File: src/rtl/excl_monitor.sv
// excl_monitor
//   Watches CH channel pairs for an exclusivity violation: a[i] must never be
//   high together with b[i] delayed by DELAY cycles. It counts violations per
//   channel (saturating), raises a sticky error flag, and captures the lowest
//   channel index of the first violation.
//
//   State table
//     state  | meaning
//     IDLE   | disarmed; the b delay line keeps shifting, nothing is checked
//     WARMUP | armed; waits DELAY cycles so bd holds only post-arm samples
//     CHECK  | checking; no violation seen since arming or the last clr
//     FAULT  | checking continues after a violation, left only via clr or en=0
//
//   Ports
//     clk        in   sole clock, rising edge
//     rst_n      in   asynchronous active-low reset
//     en         in   arms checking; en=0 returns to IDLE from any state
//     clr        in   synchronous clear of counters, err and capture
//     a[CH]      in   per-channel "a" term
//     b[CH]      in   per-channel "b" term, compared after DELAY cycles
//     viol[CH]   out  registered per-channel violation pulse
//     err        out  sticky any-violation flag
//     first_vld  out  first_ch holds a captured index
//     first_ch   out  lowest channel index of the first violation
//     viol_cnt   out  per-channel counters, channel i at [i*CNT_W +: CNT_W]
//     state      out  IDLE=0, WARMUP=1, CHECK=2, FAULT=3
//
//   Build option
//     EXCL_MON_DEFERRED_ASSERT_EN : adds one final deferred assertion per
//     channel while checking. Port behaviour is the same with or without it.

module excl_monitor #(
  parameter int CH    = 4,
  parameter int DELAY = 1,
  parameter int CNT_W = 8
) (
  input  logic                  clk,
  input  logic                  rst_n,
  input  logic                  en,
  input  logic                  clr,
  input  logic [CH-1:0]         a,
  input  logic [CH-1:0]         b,
  output logic [CH-1:0]         viol,
  output logic                  err,
  output logic                  first_vld,
  output logic [$clog2(CH)-1:0] first_ch,
  output logic [CH*CNT_W-1:0]   viol_cnt,
  output logic [1:0]            state
);

  localparam int FC_W = $clog2(CH);
  localparam int WC_W = (DELAY > 1) ? $clog2(DELAY) : 1;

  typedef enum logic [1:0] {
    ST_IDLE   = 2'd0,
    ST_WARMUP = 2'd1,
    ST_CHECK  = 2'd2,
    ST_FAULT  = 2'd3
  } state_t;

  state_t            r_state;
  state_t            w_state_nxt;
  logic              w_wc_load;
  logic [WC_W-1:0]   r_wcnt;
  logic [CH-1:0]     r_bd_pipe [DELAY];
  logic [CH-1:0]     w_bd;
  logic              w_qual;
  logic [CH-1:0]     w_raw;
  logic [FC_W-1:0]   w_low;
  logic [CNT_W-1:0]  r_cnt [CH];
  logic [CH-1:0]     r_viol;
  logic              r_err;
  logic              r_first_vld;
  logic [FC_W-1:0]   r_first_ch;

  // Delay line runs regardless of en/state so bd is always DELAY edges old.
  always_ff @(posedge clk or negedge rst_n) begin
    if (!rst_n) begin
      for (int k = 0; k < DELAY; k++) r_bd_pipe[k] <= '0;
    end else begin
      r_bd_pipe[0] <= b;
      for (int k = 1; k < DELAY; k++) r_bd_pipe[k] <= r_bd_pipe[k-1];
    end
  end

  assign w_bd   = r_bd_pipe[DELAY-1];
  assign w_qual = (r_state == ST_CHECK) || (r_state == ST_FAULT);
  assign w_raw  = a & w_bd & {CH{w_qual}};

  // Descending scan leaves the lowest set index in w_low.
  always_comb begin
    w_low = '0;
    for (int i = CH - 1; i >= 0; i--) begin
      if (w_raw[i]) w_low = FC_W'(i);
    end
  end

  always_ff @(posedge clk or negedge rst_n) begin
    if (!rst_n) r_state <= ST_IDLE;
    else        r_state <= w_state_nxt;
  end

  always_comb begin
    w_state_nxt = r_state;
    w_wc_load   = 1'b0;
    if (!en) begin
      w_state_nxt = ST_IDLE;
    end else begin
      case (r_state)
        ST_IDLE: begin
          w_state_nxt = ST_WARMUP;
          w_wc_load   = 1'b1;
        end
        ST_WARMUP: if (r_wcnt == '0) w_state_nxt = ST_CHECK;
        // A violation coinciding with clr is discarded, so no FAULT then.
        ST_CHECK:  if (!clr && (|w_raw)) w_state_nxt = ST_FAULT;
        ST_FAULT:  if (clr) w_state_nxt = ST_CHECK;
        default:   w_state_nxt = ST_IDLE;
      endcase
    end
  end

  // Warm-up down-counter: loaded with DELAY-1 on entry, WARMUP ends at zero,
  // giving exactly DELAY cycles in WARMUP.
  always_ff @(posedge clk or negedge rst_n) begin
    if (!rst_n) begin
      r_wcnt <= '0;
    end else if (w_wc_load) begin
      r_wcnt <= WC_W'(DELAY - 1);
    end else if (r_state == ST_WARMUP && r_wcnt != '0) begin
      r_wcnt <= r_wcnt - WC_W'(1);
    end
  end

  always_ff @(posedge clk or negedge rst_n) begin
    if (!rst_n) begin
      r_viol      <= '0;
      r_err       <= 1'b0;
      r_first_vld <= 1'b0;
      r_first_ch  <= '0;
      for (int i = 0; i < CH; i++) r_cnt[i] <= '0;
    end else if (clr) begin
      r_viol      <= '0;
      r_err       <= 1'b0;
      r_first_vld <= 1'b0;
      r_first_ch  <= '0;
      for (int i = 0; i < CH; i++) r_cnt[i] <= '0;
    end else begin
      r_viol <= w_raw;
      if (|w_raw) r_err <= 1'b1;
      if ((|w_raw) && !r_first_vld) begin
        r_first_vld <= 1'b1;
        r_first_ch  <= w_low;
      end
      for (int i = 0; i < CH; i++) begin
        if (w_raw[i] && (r_cnt[i] != '1)) r_cnt[i] <= r_cnt[i] + CNT_W'(1);
      end
    end
  end

  for (genvar g = 0; g < CH; g++) begin : g_cnt_out
    assign viol_cnt[g*CNT_W +: CNT_W] = r_cnt[g];
  end

  assign viol      = r_viol;
  assign err       = r_err;
  assign first_vld = r_first_vld;
  assign first_ch  = r_first_ch;
  assign state     = r_state;

`ifdef EXCL_MON_DEFERRED_ASSERT_EN
  for (genvar g = 0; g < CH; g++) begin : g_excl_assert
    always_comb begin
      if (w_qual) begin
        a_excl: assert final (!(a[g] & w_bd[g]))
          $display("Pass");
        else
          $error("Fail ch=%0d", g);
      end
    end
  end
`endif

endmodule
File: config.mk
export PLATFORM = sky130hd
export DESIGN_NAME = excl_monitor
export DESIGN_NICKNAME = d
export VERILOG_FILES = /design/src/rtl/excl_monitor.sv
export SDC_FILE = /design/constraint.sdc
export NUM_CORES = 1
export LEC_CHECK = 0
export CAP_MARGIN = 20
export CORE_ASPECT_RATIO = 2
export CORE_MARGIN = 8
export CORE_UTILIZATION = 49
export CTS_CLUSTER_SIZE = 16
export DETAILED_ROUTE_END_ITERATION = 10
export PLACE_DENSITY = 0.88
export SYNTH_ARGS = -nofsm -noshare
export SYNTH_HDL_FRONTEND = slang
export SYNTH_SLANG_ARGS = --single-unit
export TNS_END_PERCENT = 20
File: constraint.sdc
create_clock -name clk -period 2.16 [get_ports clk]
set_clock_uncertainty 0.2 [all_clocks]
set_input_delay 0.324 -clock clk [delete_from_list [all_inputs] [get_ports clk]]
set_output_delay 0.324 -clock clk [all_outputs]
set_load 0.01 [all_outputs]
-- Word level (Yosys, flattened, before mapping)
Cells that the tools add are included.
- bits in registers: 47
- latch bits: 0
- bits in writable memories: 0
- ROM bits: 0
- input bits: 12
- output and inout port bits: 42
- word-level logic and storage cells: 73
- memories: 0
- add/sub/neg operators: 5
- $mul: 0
- divide/modulo/power cells: 0
- magnitude comparators: 0
- equal/unequal tests: 10
- shift operators: 0
- multiplexer cells: 25
- bitwise logic cells: 2
- reduce and logical (&&, ||, !) cells: 20
- operators with widths (kind ; count):
    $add 8x1->8 const B ; 4
    $mux 32 ; 1
    $mux 8 ; 4
    $ne 8x8->1 const B ; 4
    $mux 2 ; 10
    $reduce_bool 2->1 ; 7
    $and 4x4->4 ; 2
    $mux 1 ; 8
    $pmux 2 s4 ; 1
    $logic_and 1x1->1 ; 7
    $ne 3x3->1 const B ; 2
    $eq 2x2->1 const B ; 2
    $mux 4 ; 1
    $reduce_or 4->1 ; 1
    $ne 3x2->1 const B ; 1
    $reduce_and 3->1 ; 1
    $eq 2x1->1 const B ; 1
    $logic_not 1->1 ; 2
    $logic_not 2->1 ; 1
    $logic_or 1x1->1 ; 1
    $sub 1x1->1 const B ; 1

-- Depth between registers and ports, before layout
Gate-level depths: netlist of the first run.
- depth after elaboration: 9
- gate-level depth with buffers: 5
- gate-level depth less buffers: 5

-- Least setup slack after synthesis of the first run
No wires, ideal clock.
- path kind: reg-to-reg
- start: register r_cnt, in the netlist viol_cnt[0]
- end: register r_cnt, in the netlist viol_cnt[4]
- setup time: 0.078 ns
- arrival: 1.485 ns
- data required time: 1.882 ns
- slack: 0.396 ns
- cell stages (with the launch flop): 6
- path buffers: 0
- period minus slack after synthesis: 1.764 ns
- cell sequence: dfrtp_1 -> ha_1 -> nand2_1 -> nor3_1 -> or4_1 -> a21oi_1
- longest elaborated chain between the ends: 3
- elaborated cells on any way between the ends: 6
- those cells by class: add/sub: 1; eq/ne: 1; mux: 2; reduce/logical: 2
- ends and longest elaborated chain (element ; RTL line ; text):
    start, declared ; 70 ; logic [CNT_W-1:0] r_cnt [CH];
    $add 8x1->8 or $ne 8x8->1 (tied branches) ; 156 ; if (w_raw[i] && (r_cnt[i] != '1)) r_cnt[i] <= r_cnt[i] + CNT_W'(1);
    $mux 8 or $logic_and 1x1->1 (tied branches) ; 156 ;
    $mux 32 or $reduce_bool 2->1 (tied branches) ; n/a ;
Parallel ways exist; a longest one is shown, timed or not. The select of a mux whose other input is x is not followed.
A chain may end at the register's enable or synchronous reset.

-- Worst setup path after layout of the first run
- start: register r_state[1], in the netlist state[1]
- end: output port state[1]
- RTL lines (element ; RTL line ; text):
    start, declared ; 61 ; state_t r_state;
    start signal, assigned ; 100 ; else r_state <= w_state_nxt;
    end, declared ; 48 ; output logic [1:0] state
No word-level cell between the ends.

==> results of run 1 <==
-- state kept, by name, indices dropped and copies added, names as in the netlist --
signal	flops
r_bd_pipe	4
viol	4
state	2
first_vld	1
first_ch	2
err	1
viol_cnt	32
r_wcnt	1
-- synthesized netlist by cell type, drive strengths merged, types with 2 or more instances --
| cell | count |
|---|---|
| dfrtp | 47 |
| nor2 | 33 |
| nor3 | 18 |
| nand3 | 16 |
| a21oi | 13 |
| nand2 | 13 |
| a211oi | 9 |
| inv | 8 |
| mux2i | 7 |
| a31oi | 6 |
| o31ai | 6 |
| and3 | 5 |
| clkbuf | 5 |
| ha | 4 |
| o21ai | 4 |
| or4 | 4 |
| xor2 | 4 |
| nor4 | 3 |
| nand2b | 2 |
| nor2b | 2 |
| o21a | 2 |
| o21bai | 2 |
| xnor2 | 2 |
-- worst min-delay path by stage --
stage | to | slack (ns) | start | depth (start not counted)
6_report | r_bd_pipe[3] | 0.26 | b[3] | 1
5_1_grt | r_bd_pipe[3] | 0.25 | b[3] | 1
4_1_cts | r_bd_pipe[3] | 0.25 | b[3] | 1
3_5_place_dp | viol[2] | 0.11 | rst_n | 1
3_3_place_gp | viol[2] | 0.11 | rst_n | 1
2_1_floorplan | err | -0.17 | rst_n | 0
-- cell type report --
cell class	instances	share of cell area, %
Clock buffer	8	3.36
Inverter	8	1.01
Multi-Input combinational cell	166	33.1
Sequential cell	47	39.5
Tap cell	54	2.27
Timing Repair Buffer	62	20.8
-- metrics by stage --
stage	setup WS [ns]	std cells	hold WS [ns]	utilization [%]	total power [mW]
floorplan	0.396	227	-0.172	-	1.00
global placement	0.117	336	0.114	66.2	1.10
detailed placement	0.0868	336	0.112	66.2	1.11
CTS	0.0651	345	0.251	68.7	1.68
global route	0.112	345	0.254	68.7	1.72
finish	0.181	345	0.258	68.7	1.66
-- kinds of logic after synthesis --
group                      after synthesis  synth area share, %
AOI/OAI and AO/OA                       47                 13.8
adders and majority gates                4                 2.25
xor gates and xnor gates                 6                 2.37
and+or+nand+nor                        102                 22.9
muxes                                    7                 3.16
DFF                                     47                 53.0
buffers and inverters                   14                 2.54
-- cells in the final DEF, fill, tap and decap left out, types with 2 or more instances in the layout --
master,instances
a211oi_1,9
a21oi_1,13
a31oi_1,6
and3_1,5
buf_12,2
buf_4,6
clkbuf_8,7
clkdlybuf4s50_1,52
dfrtp_1,46
ha_1,4
inv_1,8
mux2i_1,7
nand2_1,13
nand2b_1,2
nand3_1,13
nand3_2,3
nor2_1,33
nor2b_1,2
nor3_1,18
nor4_1,3
o21a_1,2
o21ai_0,4
o21bai_1,2
o31ai_1,6
or4_1,4
xnor2_1,2
xor2_1,4
-- power by group --
part	total [mW]	switching, mW	internal (mW)	leakage [nW]
logic	0.168	0.0838	0.0840	0.531
clock network	0.573	0.280	0.292	0.0515
registers	0.922	0.0222	0.900	0.640
total	1.66	0.386	1.28	1.22
-- layer usage --
layer	share of wire (%)	GRT usage (%)	up-vias
met1	40	16.1	978
met5	0	0	-
li1	-	-	946
met3	5.1	3.85	7
met2	53	25.5	51
met4	2.0	7.05	0
-- timing repair --
action | 4_1_cts | 5_1_grt
endpoints found under the setup margin | 0 | 1
gates resized for setup | 0 | 1
hold buffers | 1 | 0
endpoints found under the hold margin | 20 | 0
==> results.txt, run 1 <==
The run finished with clean final reports. The end point of the critical path is state[1]. The post-route minimum period is just under 2 ns. The number of buffers and inverters on the critical path is 2. The proportion of synthesized flip-flops having asynchronous set or reset is 100%. The die outline width is roughly 64 um. The remaining antenna violation count after routing is 0. The via count of the first global-routing pass came out at 1917. The critical path startpoint category is a register. The number of cell instances on the worst register-to-register path came out at 5.

The number of buffers added for setup after CTS is 0. The normalized max-slew margin came out at roughly three fifths. The full die area came out at approximately 7100 um2. The final critical path takes up between 90% and 100% of the cycle.

The sequential-to-total area share from yosys stat came out at between 50% and 60%. The largest single stage delay on the critical path is about 0.54 ns. For this run, the leading register cell type out of synthesis is dfrtp_1.

The share of Yosys cell area claimed by the top area cell type is between 50 and 60%. The number of DRC markers in iteration 0 came out at 45. The classification of the worst-slack hold path is in2reg.

The total routing usage reported by global routing came out at roughly 15%. The global route total overflow is 0. For flop-to-flop paths, the worst setup slack is 0.26 ns.

The power density over the cells came out at 558 nW/um2. When the netlist entered floorplanning its net count stood at between 200 and 250. Synthesis inferred 47 register bits. The height of the die is between 100 and 150 um.

The via density per instance is around 5.7. The number of setup violations in the final report came out at 0. The aggregate routed wire length came out at 5270 um.

The endpoint of the most critical register-to-register path is viol_cnt[17]. The worst vdd rail ir drop came out at around 0.52 mV. The initial antenna violation count came out at 0. The placement row count is 34. In this run the static leakage power is approximately 1.2 nW. The total non-filler cell area in the finished layout is 2980 um2.

The max-capacitance violation count came out at 0. Walking the worst path, the cells encountered are buf_4 > clkdlybuf4s50_1. The register area is around 1200 um2. STA puts the critical path data required time at around 1.6 ns. In the final layout, the multi-input gates occupy 987 um2.

The number of antenna diodes in the final layout is 0. The critical path depth is 2. The post-synthesis average cell area is 9.78 um2.

STA classifies the critical path endpoint as an output pin. The layout has about 360 filler cells. The global placement routability congestion is between 0.8 and 0.9. The number of flops mapped to enable cells by yosys came out at 0. The tree built by TritonCTS fans out to between 40 and 50 sinks.

The number of warning messages in the yosys log is 0. The global-route wire length before repair came out at ~8700 um. Based on the critical path, the design can be clocked at up to a little over 500 MHz. The post-synthesis cell area is ~2200 um2.

After synthesis, the netlist uses 36 different library cells. In this run the worst setup path begins at state[1]. The post-synthesis cell count came out at roughly 230. The beginning of the worst register-to-register path is viol_cnt[16].

The I/O pin count came out at 54. The slowest stage of the critical path belongs to the cell clkdlybuf4s50_1. The maximum root-to-sink buffer count is 2. The total number of nets in the final design came out at about 310. The clock-pin slew on the worst setup and hold paths came out at 0.09 ns. The fraction of layout instances using a drive strength above 1 came out at under 10%. Grouping stages by cell kind, the critical path spends the most delay in buffers and inverters. Port buffering added 53 buffers.

The layout overhead on the synthesized area is 34.4%. The critical path is of the reg2out type. The final max-slew violation count came out at 0. The hold violation total from the final report is 0. The final sum of negative setup slack is 0 ns.

The slew at the pin closest to its max-slew limit came out at between 0.5 and 0.6 ns. The remaining design rule violation count came out at 0. After legalization and detailed placement, the total HPWL measured between 3000 and 4000 um. The starting utilization of the core area came out at roughly half.

The data arrival time at the worst-slack endpoint came out at 1.45 ns. After detailed routing, the average wire length per cell comes to roughly 15 um. The area of the placeable core came out at approximately 4300 um2. The worst-skew pair later-pin latency came out at roughly 0.29 ns. The largest fanout of any net on the critical path came out at 10.

After synthesis, the cell types taking the most area are dfrtp_1 53%, nor2_1 5.6%, nor3_1 4.1%, mux2i_1 3.2%, a211oi_1 3.0%. In this run the cell area measured after placement is around 2900 um2. Setup repair after global routing left no endpoint under its margin. The total via count in the routed design came out at slightly below 2000. The number of buffers created by CTS came out at 5. Of all cell types, the one taking the most synthesized area is dfrtp_1. In this run the number of H-tree levels came out at 2. The TritonCTS clock tree is done. The maximum number of pins on one net before global-route repair is 42. Clock tree synthesis selected as its root buffer the cell clkbuf_8.

Before antenna repair, the detailed router went through 4 iterations.
No activity file was read; power rests on OpenSTA's default activity.
==> run 2, diff against run 1 <==
--- a/config.mk
+++ b/config.mk
@@ -5,10 +5,11 @@
 export SDC_FILE = /design/constraint.sdc
 export NUM_CORES = 1
 export LEC_CHECK = 0
+export ABC_AREA = 1
 export CAP_MARGIN = 20
 export CORE_ASPECT_RATIO = 2
 export CORE_MARGIN = 8
-export CORE_UTILIZATION = 49
+export CORE_UTILIZATION = 50
 export CTS_CLUSTER_SIZE = 16
 export DETAILED_ROUTE_END_ITERATION = 10
 export PLACE_DENSITY = 0.88
==> constraint.sdc (replaced) <==
create_clock -name clk -period 2.16 [get_ports clk]
set_clock_uncertainty 0.2 [all_clocks]
set_input_delay 0.54 -clock clk [delete_from_list [all_inputs] [get_ports clk]]
set_output_delay 0.54 -clock clk [all_outputs]
set_load 0.01 [all_outputs]
==> run 2 against run 1 <==
  * Final cell count increased by 23%
  * Final area increased by 6.6%
  * Critical path depth down 1
  * Register-to-register slack gained 0.04 ns
  * Global-route usage increased by 1.5 points
  * Utilization decreased by 2.1 points
  * Area after synthesis is 9.6% higher
==> results.txt, run 2 <==
The detail-routed net length per standard cell is 13.9 um (was 15.3 um). The number of warning messages in the yosys log is 0 (unchanged). The fraction of layout instances using a drive strength above 1 came out at 8.45% (was 6.87%).

Commonest cells after routing, fill and taps aside: 74 x nand2_1, 52 x clkdlybuf4s50_1, 47 x dfrtp_1, 34 x inv_1 (was 52 x clkdlybuf4s50_1, 46 x dfrtp_1, 33 x nor2_1, 18 x nor3_1). The via density per instance came to 5.32 (was 5.74). The sequential-to-total area share from yosys stat is 48.4% (was 53.0%). The kind of cell adding the most delay to the critical path was buffers and inverters (unchanged). The number of sinks handled by clock tree synthesis is 47 (unchanged).

The aggregate routed wire length came to 5890 um (was 5270 um). The number of synthesized register bits was 47 (unchanged). The initial antenna violation count came out at 0 (unchanged). The power density over the cells is 538 nW/um2 (was 558 nW/um2).

The post-synthesis cell area came to 2430 um2 (was 2220 um2). The beginning of the worst register-to-register path is viol_cnt[17] (was viol_cnt[16]). The largest fanout of any net on the critical path was 8 (was 10). The prevailing post-synth register cell is dfrtp_1 (unchanged). The leakage power figure came to 1.47 nW (was 1.22 nW). The type of destination of the critical path is an output pin (unchanged). RSZ-0062 raised after global routing: no (unchanged).

The post-synthesis average cell area is 8.03 um2 (was 9.78 um2). The detailed-routing iteration count for the pre-antenna-repair pass is 4 (unchanged). The total non-filler cell area in the finished layout came out at 3180 um2 (was 2980 um2).

The number of distinct library cells after synthesis was 28 (was 36). The slew at the pin closest to its max-slew limit is 0.465 ns (was 0.562 ns). The height of the die came out at 115 um (was 111 um). The commonest non-fill, non-tap cell in the layout is nand2_1 (was clkdlybuf4s50_1). The final sum of negative setup slack is 0 ns (unchanged). The endpoint with the worst hold slack was err (was r_bd_pipe[3]). The global placement routability congestion came out at 0.853 (was 0.847). The worst hold path depth is 2 (was 1).

The number of buffers created by CTS came out at 5 (unchanged). The highest attainable clock frequency came out at 476 MHz (was 505 MHz). The worst vdd rail ir drop came out at 0.446 mV (was 0.518 mV). The global route total overflow came out at 0 (unchanged). The number of buffers added for setup after CTS came out at 0 (unchanged). The die outline width came out at 65.3 um (was 63.6 um). The clock-pin slew on the worst setup and hold paths came out at 0.08 ns (was 0.09 ns). The worst-skew pair later-pin latency came out at 0.29 ns (about the same). The category of the critical setup timing path is reg2out (unchanged).

Top cell types by occurrence after synthesis: 74 x nand2_1, 47 x dfrtp_1, 34 x inv_1 (was 47 x dfrtp_1, 33 x nor2_1, 18 x nor3_1). The launch point of the worst hold path is err (was b[3]). The global-route wire length before repair came out at 10000 um (was 8690 um). The delay of the slowest critical-path stage is 0.59 ns (was 0.54 ns). The library cell contributing the largest single delay on the critical path is clkdlybuf4s50_1 (unchanged). The total instance count after detailed placement is 415 (was 336). The TritonCTS clock tree is done (unchanged).

The via count of the first global-routing pass was 2323 (was 1917). The combined buffer and inverter count along the critical path came out at 1 (was 2). The number of instances resized during post-cts repair is 0 (unchanged). The share of Yosys cell area claimed by the top area cell type is 48.4% (was 53.0%). The worst endpoint required time came to 1.42 ns (was 1.64 ns). The number of flops mapped to enable cells by yosys is 0 (unchanged). The proportion of synthesized flip-flops having asynchronous set or reset is 100% (unchanged). The count of input and output buffers came out at 53 (unchanged). The total routing usage reported by global routing came out at 16.3% (was 14.8%). The number of DRC markers in iteration 0 came out at 131 (was 45). The maximum root-to-sink buffer count is 2 (unchanged). The level count of the clock H-tree came out at 2 (unchanged). The classification of the worst-slack hold path is reg2reg (was in2reg). The total via count in the routed design was 2254 (was 1982). The max-capacitance violation count came out at 0 (unchanged).

The post-place instance area came to 3070 um2 (was 2870 um2). Outcome: finished, final reports clean (unchanged). The endpoint of the most critical register-to-register path was viol_cnt[19] (was viol_cnt[17]). The final max-slew violation count came to 0 (unchanged). The remaining antenna violation count after routing came out at 0 (unchanged). The normalized max-slew margin was 69.0% (was 61.6%).

The flip-flop count of the largest register, all copies and words added is 32 (unchanged). The setup slack of the worst register-to-register path came out at 0.30 ns (was 0.26 ns). Area contributors post-synth: dfrtp_1 48%, nand2_1 11%, nand3_1 6.4%, inv_1 5.2%, nor2_1 4.8% (was dfrtp_1 53%, nor2_1 5.6%, nor3_1 4.1%, mux2i_1 3.2%, a211oi_1 3.0%).

The HPWL after detailed placement was 4550 um (was 3900 um). The total number of nets in the final design came out at 382 (was 306). The most used standard cell by instance count after synthesis is nand2_1 (was dfrtp_1). The layout overhead on the synthesized area is 30.8% (was 34.4%). The data arrival time at the worst-slack endpoint is 1.36 ns (was 1.45 ns). The number of setup violations in the final report came out at 0 (unchanged). The critical path startpoint category is a register (unchanged). The placement row count is 36 (was 34).

The hold violation total from the final report came to 0 (unchanged). The full die area was 7490 um2 (was 7070 um2). The I/O pin count is 54 (unchanged). The post-route minimum period came out at 2.10 ns (was 1.98 ns). The core utilization of the finished layout is 66.6% (was 68.7%).

The ratio of final minimum period to clock period is 97.3% (was 91.6%). Cells along the critical path: clkdlybuf4s50_1 (was buf_4 > clkdlybuf4s50_1). The starting utilization of the core area came to 50.9% (was 51.2%).

The maximum number of pins on one net before global-route repair is 21 (was 42). The area of the placeable core came out at 4770 um2 (was 4340 um2). The remaining design rule violation count came out at 0 (unchanged). The largest area contributor in the synthesized netlist is dfrtp_1 (unchanged). The post-synthesis cell count came out at 303 (was 227). The net count of the mapped netlist came out at 319 (was 243). The final cell count without fillers is 424 (was 345). The final antenna diode count came to 0 (unchanged). The number of cell instances on the worst register-to-register path came out at 8 (was 5). The root buffer cell is clkbuf_8 (unchanged).
run 2: cell count changes in the layout (fill, tap and decap cells not counted), moves of 8 or more:
cell / change
o21ai_0: +10
a211oi_1: -8
nor3_1: -10
nand2_1: +61
nand3_1: +18
inv_1: +26
run 2: timing repair:
action	CTS	global route
hold buffers	1	0
endpoints found under the hold margin	18	0
endpoints found under the setup margin	0	0
run 2: worst max path at each step:
stage	start	to	slack [ns]	cells past startpoint
3_3_place_gp	clr	first_ch[0]	0.09	7
6_report	viol_cnt[3]	viol_cnt[3]	0.06	1
4_1_cts	viol_cnt[3]	viol_cnt[3]	0.05	1
3_5_place_dp	a[2]	viol_cnt[19]	0.009	5
2_1_floorplan	viol_cnt[8]	viol_cnt[12]	0.48	8
5_1_grt	viol_cnt[3]	viol_cnt[3]	0.003	1
run 2: metrics by stage:
stage	hold slack, ns	setup WS, ns	total power [mW]
3_5_place_dp	0.271	0.00929	1.16
6_report	0.305	0.0575	1.71
2_1_floorplan	0.0444	0.485	1.04
5_1_grt	0.316	0.00303	1.79
4_1_cts	0.298	0.0466	1.73
3_3_place_gp	0.289	0.0946	1.16
run 2: power breakdown:
part | leakage (nW) | internal, mW | switching, mW
Sequential | 0.641 | 0.905 | 0.0197
Combinational | 0.782 | 0.0984 | 0.122
Clock | 0.0515 | 0.292 | 0.275
run 2: cells by family after synthesis:
group                    share of synthesized area [%]
flip-flops                                        48.4
XOR/XNOR                                          1.80
buffers and inverters                             7.15
adder cells (fa/ha/maj)                           2.06
AO/OA/AOI/OAI                                     9.83
AND/OR/NAND/NOR                                   30.8
run 2: tightest hold or removal path: stages, from the launching register on:
cell	delay (ns)
dfrtp_1	0.36
nand2_1	0.06
nand2_1	0.06
run 2: layer usage:
metal | share of wire, % | vias up | GRT usage (%)
met5 | 0 | - | 0
met4 | 1.4 | 0 | 6.30
met3 | 8.8 | 9 | 5.69
met2 | 50 | 86 | 28.1
met1 | 39 | 1054 | 17.6
li1 | - | 1105 | -
run 2: final cells by class:
class,count,area (um2)
Inverter,38,143
Tap cell,57,71.3
Sequential cell,47,1180
Fill cell,409,1590
Timing Repair Buffer,62,608
Multi-Input combinational cell,212,1080
Clock buffer,8,100
